## config.mk

```make
export PLATFORM = sky130hd
export DESIGN_NAME = comma_align_10b
export DESIGN_NICKNAME = d
export VERILOG_FILES = /design/src/rtl/comma_align_10b.sv
export SDC_FILE = /design/constraint.sdc
export NUM_CORES = 1
export LEC_CHECK = 0
export ABC_AREA = 1
export CAP_MARGIN = 40
export CORE_MARGIN = 8
export CORE_UTILIZATION = 59
export CTS_CLUSTER_SIZE = 10
export DETAILED_ROUTE_END_ITERATION = 10
export PLACE_DENSITY = 0.81
export SYNTH_ARGS = -nofsm -noshare
export SYNTH_HDL_FRONTEND = slang
export SYNTH_SLANG_ARGS = --single-unit
```

## constraint.sdc

```tcl
create_clock -name clk -period 3.1 [get_ports clk]
set_input_delay 0.465 -clock clk [delete_from_list [all_inputs] [get_ports clk]]
set_output_delay 0.465 -clock clk [all_outputs]
set_load 0.005 [all_outputs]
```

## src/rtl/comma_align_10b.sv

```systemverilog
// ---------------------------------------------------------------------------
// comma_align_10b
//
// Word aligner placed directly ahead of the 8b/10b decoder. The deserializer
// delivers free-running 10-bit words with an arbitrary bit rotation. This
// block looks for the comma prefix (0011111 or 1100000) at each of the ten
// bit offsets of a 20-bit two-word window. It confirms that the offset is
// stable and then emits re-framed codewords, where bit 9 is the first
// transmitted bit 'a'.
//
// Handshake: in_valid marks a new word on data_in for this cycle. The
// aligner has no back-pressure, so every valid word is consumed. out_valid
// marks a new aligned word on data_out and is high only while LOCKED.
// Nothing advances on a cycle with in_valid low.
//
// Parameters:
//   CONFIRM_COUNT  commas at one offset, including the acquiring one, needed
//                  to lock (2..15)
//   LOSS_COUNT     consecutive foreign-offset commas that drop lock (1..15)
//
// Ports:
//   clk, rst    clock; synchronous active-high reset
//   data_in     unaligned word, bit 9 received first
//   in_valid    data_in carries a new word
//   data_out    aligned codeword for the decoder
//   out_valid   data_out is a new aligned word and the aligner is LOCKED
//   locked      FSM is in LOCKED
//   offset      current bit offset, 0..9
//   comma_det   data_out is a comma word at the locked offset
//   realign     one-cycle pulse when the offset changes or lock is lost
// ---------------------------------------------------------------------------
module comma_align_10b #(
    parameter int CONFIRM_COUNT = 3,
    parameter int LOSS_COUNT    = 4
) (
    input  logic       clk,
    input  logic       rst,
    input  logic [9:0] data_in,
    input  logic       in_valid,
    output logic [9:0] data_out,
    output logic       out_valid,
    output logic       locked,
    output logic [3:0] offset,
    output logic       comma_det,
    output logic       realign
);

    typedef enum logic [1:0] {
        ST_HUNT    = 2'd0,
        ST_CONFIRM = 2'd1,
        ST_LOCKED  = 2'd2
    } state_t;

    localparam logic [6:0] COMMA_NEG = 7'b0011111;
    localparam logic [6:0] COMMA_POS = 7'b1100000;

    // Registers
    state_t     r_state;
    logic [3:0] r_cnt;
    logic [3:0] r_offset;
    logic [9:0] r_cur;
    logic [9:0] r_prev;
    logic [9:0] r_data_out;
    logic       r_out_valid;
    logic       r_locked;
    logic       r_comma_det;
    logic       r_realign;

    // Combinational signals
    // Window bit 0 is never part of a candidate, so it is left out.
    logic [19:1] w_window;
    logic [9:0]  w_hit;
    logic        w_hit_any;
    logic [3:0]  w_hit_k;
    logic [9:0]  w_cand [10];
    logic [9:0]  w_slice;
    logic        w_hit_at_next;
    state_t      w_next_state;
    logic [3:0]  w_next_cnt;
    logic [3:0]  w_next_offset;
    logic        w_realign;
    logic [3:0]  w_cnt_inc;

    assign w_window  = {r_prev, r_cur[9:1]};
    assign w_cnt_inc = r_cnt + 4'd1;

    // Candidate word and comma detection at every offset k. Candidate k
    // starts k bits into the older word.
    always_comb begin
        w_hit = '0;
        for (int k = 0; k < 10; k++) begin
            w_hit[k]  = (w_window[19-k -: 7] == COMMA_NEG) ||
                        (w_window[19-k -: 7] == COMMA_POS);
            w_cand[k] = w_window[19-k -: 10];
        end
    end

    // The lowest offset wins if a window ever holds more than one comma.
    // Scanning downward lets the last match, which is the lowest k, win.
    always_comb begin
        w_hit_any = |w_hit;
        w_hit_k   = 4'd0;
        for (int k = 9; k >= 0; k--) begin
            if (w_hit[k]) begin
                w_hit_k = 4'(k);
            end
        end
    end

    // Next-state logic. Hits count only on advancing cycles.
    always_comb begin
        w_next_state  = r_state;
        w_next_cnt    = r_cnt;
        w_next_offset = r_offset;
        w_realign     = 1'b0;
        if (in_valid && w_hit_any) begin
            case (r_state)
                ST_HUNT: begin
                    w_next_offset = w_hit_k;
                    w_next_cnt    = 4'd1;
                    w_realign     = 1'b1;
                    w_next_state  = ST_CONFIRM;
                end
                ST_CONFIRM: begin
                    if (w_hit_k == r_offset) begin
                        if (w_cnt_inc == 4'(CONFIRM_COUNT)) begin
                            // The counter is reused as the foreign-comma count in LOCKED.
                            w_next_state = ST_LOCKED;
                            w_next_cnt   = 4'd0;
                        end else begin
                            w_next_cnt = w_cnt_inc;
                        end
                    end else begin
                        w_next_offset = w_hit_k;
                        w_next_cnt    = 4'd1;
                        w_realign     = 1'b1;
                    end
                end
                ST_LOCKED: begin
                    if (w_hit_k == r_offset) begin
                        w_next_cnt = 4'd0;
                    end else if (w_cnt_inc == 4'(LOSS_COUNT)) begin
                        // The offset is held; HUNT picks the next one.
                        w_next_state = ST_HUNT;
                        w_next_cnt   = 4'd0;
                        w_realign    = 1'b1;
                    end else begin
                        w_next_cnt = w_cnt_inc;
                    end
                end
                default: begin
                    w_next_state = ST_HUNT;
                    w_next_cnt   = 4'd0;
                end
            endcase
        end
    end

    // Slice at the offset that takes effect on this edge. This lets the
    // acquiring comma word leave already aligned.
    always_comb begin
        w_slice       = w_cand[0];
        w_hit_at_next = w_hit[0];
        for (int k = 1; k < 10; k++) begin
            if (w_next_offset == 4'(k)) begin
                w_slice       = w_cand[k];
                w_hit_at_next = w_hit[k];
            end
        end
    end

    always_ff @(posedge clk) begin
        if (rst) begin
            r_state     <= ST_HUNT;
            r_cnt       <= 4'd0;
            r_offset    <= 4'd0;
            r_cur       <= 10'd0;
            r_prev      <= 10'd0;
            r_data_out  <= 10'd0;
            r_out_valid <= 1'b0;
            r_locked    <= 1'b0;
            r_comma_det <= 1'b0;
            r_realign   <= 1'b0;
        end else begin
            if (in_valid) begin
                r_cur      <= data_in;
                r_prev     <= r_cur;
                r_data_out <= w_slice;
            end
            r_state     <= w_next_state;
            r_cnt       <= w_next_cnt;
            r_offset    <= w_next_offset;
            r_out_valid <= in_valid && (w_next_state == ST_LOCKED);
            r_locked    <= (w_next_state == ST_LOCKED);
            r_comma_det <= in_valid && w_hit_at_next && (w_next_state == ST_LOCKED);
            r_realign   <= w_realign;
        end
    end

    assign data_out  = r_data_out;
    assign out_valid = r_out_valid;
    assign locked    = r_locked;
    assign offset    = r_offset;
    assign comma_det = r_comma_det;
    assign realign   = r_realign;

endmodule

```

==> impl_metrics.yaml, run 1 <==
finish:
  multi_input_area_um2: 2630
  mostFrequentLayoutCell: "nand2_1"
  final_cell_mix: "nand2_1, a21oi_1, buf_4"
  num_antenna_cells: 0
  areaGrowthSynthToFinish_pct: 40.6
  seq_area_um2: 906
  layout.filler_cells: 418
  drive_above_1_share: 0.302
  utilization: 0.837
  design_area_um2: 5190
  layout.nets: 753
route:
  dr.pass1.iters: 5
  via_per_inst: 5.99
  vias: 4879
  drc_errors: 0
  drt-total-wl_um: 14600
  final_antenna_net_count: 0
  routedWlPerCell_um: 17.9
  first_iter_violations: 505
critical_path:
  cpPeakStageDelay_ps: 340
  r2r-end: "data_out[3]"
  start_kind: "flip-flop"
  path_class: "flip-flop to flip-flop"
  path_cells: "buf_12, inv_2, nand3_1, nor2_2, nor2_4, nand2_2, nor2_4, nand3_4, nand3_4, o21ai_4, buf_6, nand2_2, nor2_4, buf_12, inv_2, nand3_1, nand3_1, nand2_1, nand2_1, nand2_1, nand3_1, nand3_1, nand2_1, a21oi_1"
  crit_required_ps: 3350
  arrival_ps: 3310
  critPathSlowestCell: "dfxtp_2"
  r2r_cells: 24
  cp_max_fo: 15
  end_kind: "flip-flop"
  r2r_setup_slack_ps: 40
  r2r_start: "r_prev[0]"
  cpMostUsedCell: "nand3_1"
floorplan:
  initial_core_util: 0.595
  die_w_um: 95.1
  rows: 29
  core-area_um2: 6200
  die_h_um: 95.1
  io_pins: 31
  die-area_um2: 9040
clock_tree:
  cts_buffers: 5
  clockBufferDepth: 2
  ctsHoldBuffers: 0
  cts-root-buf: "clkbuf_8"
  htreeDepth: 2
  clock-sinks: 44
  cts_tree: "yes"
  clk_pin_slew_ps: 90
  clk_latency_ps: 310
pwr:
  internal_power_mw: 1.10
  power_frac_seq: 0.384
  irDropWorstVdd_uv: 277
  powerDensity_nw_per_um2: 325
  leakage_nw: 2.45
  p_total_mw: 1.69
  p_sw_uw: 590
  p_clk_frac: 0.289
  swShare: 0.350
  combPwrFrac: 0.328
synth:
  synthTopCellsByArea: "dfxtp_1, nand2_1, a21oi_1"
  synth_compound_area_frac: 0.189
  synth-seq-cells: 44
  synth_warnings: 0
  netlist_area_um2: 3690
  synth_fp_nets: 655
  synth_fa_ha_area_frac: 0.0102
  synth_top_area_frac: 0.239
  yosys_most_used_dff: "dfxtp_1"
  synth_top_family_by_area: "simple AND/OR/NAND/NOR gates"
  async_flop_share: 0
  syn_area_per_cell_um2: 5.78
  yosysSeqAreaShare: 0.239
  synth_edf_count: 0
  yosys.area.top_type: "dfxtp_1"
  synthMuxAreaShare: 0
  yosys.area_share.simple: 0.433
  postSynthCellCount: 639
  synthXorXnorAreaFrac: 0.0142
  synth_cell_types: 39
worst_hold_path:
  hp-class: "flip-flop to flip-flop"
  min_from: "data_out[3]"
  hold_end: "data_out[3]"
  min_path_cells: 2
sta:
  min_period_over_period: 0.986
  hold_violations: 0
  worst_pin_slew_ps: 623
  finClkSkew_ps: 8.06
  maxSlewHeadroom: 0.584
  post-route-worst-setup-slack_ps: 42.5
  finalSetupViolCount: 0
  rsz0062_at_grt: "true"
  fmax_mhz: 327
  post-route-min-period_ps: 3060
  slew_viol_final: 0
grt:
  grt_pass1_wl_um: 21600
  grt_overflow: 0
  grtUsageTotal: 0.305
  antenna_found_initial: 0
  grt_pass1_vias: 4505
  grt_max_degree: 23
placement:
  place.gp.congestion: 1.02
  io_buffers: 30
  dp_hpwl_um: 10100
  place_area_um2: 4620
  pre_cts_ws_ps: -94.4
flow_run:
  cap_violations: 0
run_status:
  status: "finished, final reports clean"
[registers in the layout (all words and copies together) (netlist names)]
register / count
data_out: 10
realign: 1
r_state: 2
r_cnt: 4
offset: 4
comma_det: 1
r_cur: 10
locked: 1
out_valid: 1
r_prev: 10
[cells by family after synthesis]
| logic type | Yosys count |
|---|---|
| buf+inv | 95 |
| simple gates | 362 |
| flops | 44 |
| fa+ha+maj | 3 |
| compound gates | 129 |
| xor+xnor | 6 |
[worst max path at each step]
stage / start / to / slack, ps / depth (start not counted)
finish: r_prev[0] / data_out[3] / 40 / 24
global route: r_prev[0] / comma_det / -180 / 24
CTS: r_cur[8] / data_out[8] / 8 / 24
detailed placement: r_cur[9] / data_out[8] / -90 / 24
global placement: r_prev[1] / data_out[8] / -50 / 26
floorplan: r_cur[7] / data_out[5] / 510 / 24
[power by group through the flow]
stage	clock network, mW	registers (mW)	logic [mW]
2_1_floorplan	0	0.633	0.283
3_3_place_gp	0	0.652	0.461
3_5_place_dp	0	0.653	0.471
4_1_cts	0.484	0.641	0.476
5_1_grt	0.509	0.650	0.595
6_report	0.487	0.648	0.553
[synthesized netlist by cell type (2+ instances only)]
cell and count:
xnor2_1 4, buf_6 4, inv_2 26, o21ai_4 2, nand2_4 2, buf_4 6
nand3_1 67, a21oi_1 84, o211ai_1 4, nand2_2 10, ha_1 3, clkbuf_1 12
nor2_2 5, nor2_1 79, dfxtp_1 44, nand2_1 185, buf_2 11, o21ai_0 24
o22ai_1 2, nor2_4 6, xor2_1 2, nor3_2 2, inv_1 33, o21ai_1 7
[layout make-up]
class                      instances  area share
sequential                        44       0.174
timing repair buffer             124       0.232
tap                               77      0.0186
inverter                          60      0.0458
multi-input combinational        502       0.506
clock buffer                       6      0.0159
clock inverter                     2     0.00747
[metrics by stage]
step	TNS [ps]	instances	hold slack (ps)
floorplan	0	639	457
global placement	-60.9	794	452
detailed placement	-328	794	459
CTS	0	802	475
global route	-1130	815	496
finish	0	815	472
[per-layer routing]
metal	routed length [µm]	vias to the layer above	part of all wire	GRT usage
met3	1460	85	0.10	0.0488
met2	6600	335	0.45	0.490
li1	-	2257	-	-
met4	839	0	0.058	0.168
met5	0	-	0	0
met1	5670	2202	0.39	0.381
[critical path, delay by kind of cell, from the launching register on]
family | cells | cell delay (ps)
AND/OR/NAND/NOR | 17 | 1640
buffers and inverters | 5 | 610
AO/OA/AOI/OAI | 2 | 400
flip-flops | 1 | 340
[what timing repair did]
action | CTS | global route
endpoints found under the setup margin | 11 | 17
cloned | 0 | 4
pin swaps | 1 | 20
setup buffers | 0 | 9
resized for setup | 7 | 89
Power figures use the tool's default switching activity.
==> inputs of run 2 (changes only) <==
REMOVE_ABC_BUFFERS = 1   (was unset)
==> impl_metrics.yaml, run 2 (synthesis results as in run 1) <==
run_status:
  status: "finished, final reports clean"
floorplan:
  die_w_um: 95.1
  core-area_um2: 6200
  io_pins: 31
  die_h_um: 95.1
  rows: 29
  die-area_um2: 9040
  initial_core_util: 0.595
clock_tree:
  cts-root-buf: "clkbuf_8"
  cts_tree: "yes"
  clock-sinks: 44
  clk_latency_ps: 300
  clk_pin_slew_ps: 80
  htreeDepth: 2
  cts_buffers: 5
  clockBufferDepth: 2
critical_path:
  critPathTopFamily: "simple AND/OR/NAND/NOR gates"
  path_buf_inv: 4
  arrival_ps: 3280
  end_kind: "flip-flop"
  critPathSlowestCell: "dfxtp_1"
  cpMostUsedCell: "nand2_1"
  cp_max_fo: 6
  path_cells: "buf_4, nor2_1, nand4_1, o21ai_4, nor2_2, nand3_2, nand3_4, buf_6, o21ai_4, inv_2, nand2_2, nor2_4, buf_4, nor2_1, nand2_1, nand3_1, nand3_1, nand2_1, nand2_1, nand2_1, nand2_1, nand2_1, nand2_1, a21oi_1"
  path_class: "flip-flop to flip-flop"
  start_kind: "flip-flop"
  crit_required_ps: 3330
  cpPeakStageDelay_ps: 370
grt:
  grt_overflow: 0
  grtUsageTotal: 0.282
  grt_pass1_vias: 4395
  grt_pass1_wl_um: 20400
  antenna_found_initial: 0
  grt_max_degree: 43
route:
  drt-total-wl_um: 13100
  routedWlPerCell_um: 16.1
  dr.pass1.iters: 5
  first_iter_violations: 435
  final_antenna_net_count: 0
  vias: 4766
  drc_errors: 0
  via_per_inst: 5.86
sta:
  slew_viol_final: 0
  finClkSkew_ps: 8.90
  setup_tns_ps: 0
  worst_pin_slew_ps: 618
  min_period_over_period: 0.984
  maxSlewHeadroom: 0.588
  fmax_mhz: 328
  post-route-min-period_ps: 3050
  finalSetupViolCount: 0
  rsz0062_at_grt: "true"
  hold_violations: 0
finish:
  layout.filler_cells: 480
  mostFrequentLayoutCell: "nand2_1"
  layout.nets: 753
  final_cell_mix: "nand2_1, buf_4, a21oi_1"
  design_area_um2: 4950
  areaGrowthSynthToFinish_pct: 34.1
  drive_above_1_share: 0.282
  finalNonFillerCells: 814
  num_antenna_cells: 0
  seq_area_um2: 913
  multi_input_area_um2: 2520
pwr:
  powerDensity_nw_per_um2: 304
  leakage_nw: 2.38
  irDropWorstVdd_uv: 278
  p_total_mw: 1.50
worst_hold_path:
  hp-class: "flip-flop to flip-flop"
placement:
  io_buffers: 30
  place_area_um2: 4570
  dp_hpwl_um: 9700
  placed_cells: 793
  place.gp.congestion: 0.995
flow_run:
  cap_violations: 0
run 2: metal layers:
metal	global-route usage	routed length (µm)	share of wire	vias up
li1	-	-	-	2268
met1	0.342	5220	0.40	2159
met2	0.467	6110	0.47	278
met3	0.0559	1240	0.094	61
met4	0.133	544	0.041	0
met5	0	0	0	-
run 2: path summary, 6_finish.rpt:
kind / slack, ps / to / startpoint / cells past startpoint
min reg2reg: 470 / data_out[7] / data_out[7] / 2
max reg2reg: 50 / data_out[1] / r_cur[6] / 24
max: 50 / data_out[1] / r_cur[6] / 24
min: 470 / data_out[7] / data_out[7] / 2
run 2: tightest hold or removal path: cells and delay by family, from the launching register on:
family	cells	cell delay, ps
DFF	1	320
AOI/OAI and AO/OA	1	60
and+or+nand+nor	1	60
run 2: stage by stage:
| stage | utilization | setup WS (ps) | hold WS (ps) |
|---|---|---|---|
| 5_1_grt | 0.798 | -131 | 492 |
| 2_1_floorplan | - | 336 | 451 |
| 6_report | 0.798 | 49.8 | 472 |
| 3_3_place_gp | 0.736 | -129 | 453 |
| 3_5_place_dp | 0.736 | -103 | 456 |
| 4_1_cts | 0.751 | 0.432 | 469 |
run 2: final cells by class:
class                      count  area share
tap                           77      0.0195
multi-input combinational    500       0.509
timing repair buffer         126       0.222
inverter                      60      0.0480
sequential                    44       0.185
clock inverter                 2     0.00253
clock buffer                   5      0.0139
run 2: timing repair:
item	CTS	global route
resized for setup	6	68
endpoints found under the hold margin	0	0
cloned	0	2
pin swaps	0	12
hold buffers	0	0
buffers inserted	0	12
setup endpoints to repair	11	14
run 2: report_power, final:
part | switching, mW | internal, mW
Clock | 0.197 | 0.153
Combinational | 0.292 | 0.217
Sequential | 0.0451 | 0.599
==> inputs of run 3 (changes only) <==
--- a/constraint.sdc
+++ b/constraint.sdc
@@ -3,2 +3,2 @@
 set_output_delay 0.465 -clock clk [all_outputs]
-set_load 0.005 [all_outputs]
+set_load 0.02 [all_outputs]
==> results of run 3 <==
The final DEF is identical to that of run 2. Status: finished, final reports clean.
Among the figures that moved: total power 1.50 mW -> 1.52 mW; worst IR drop on VDD 278 µV -> 282 µV
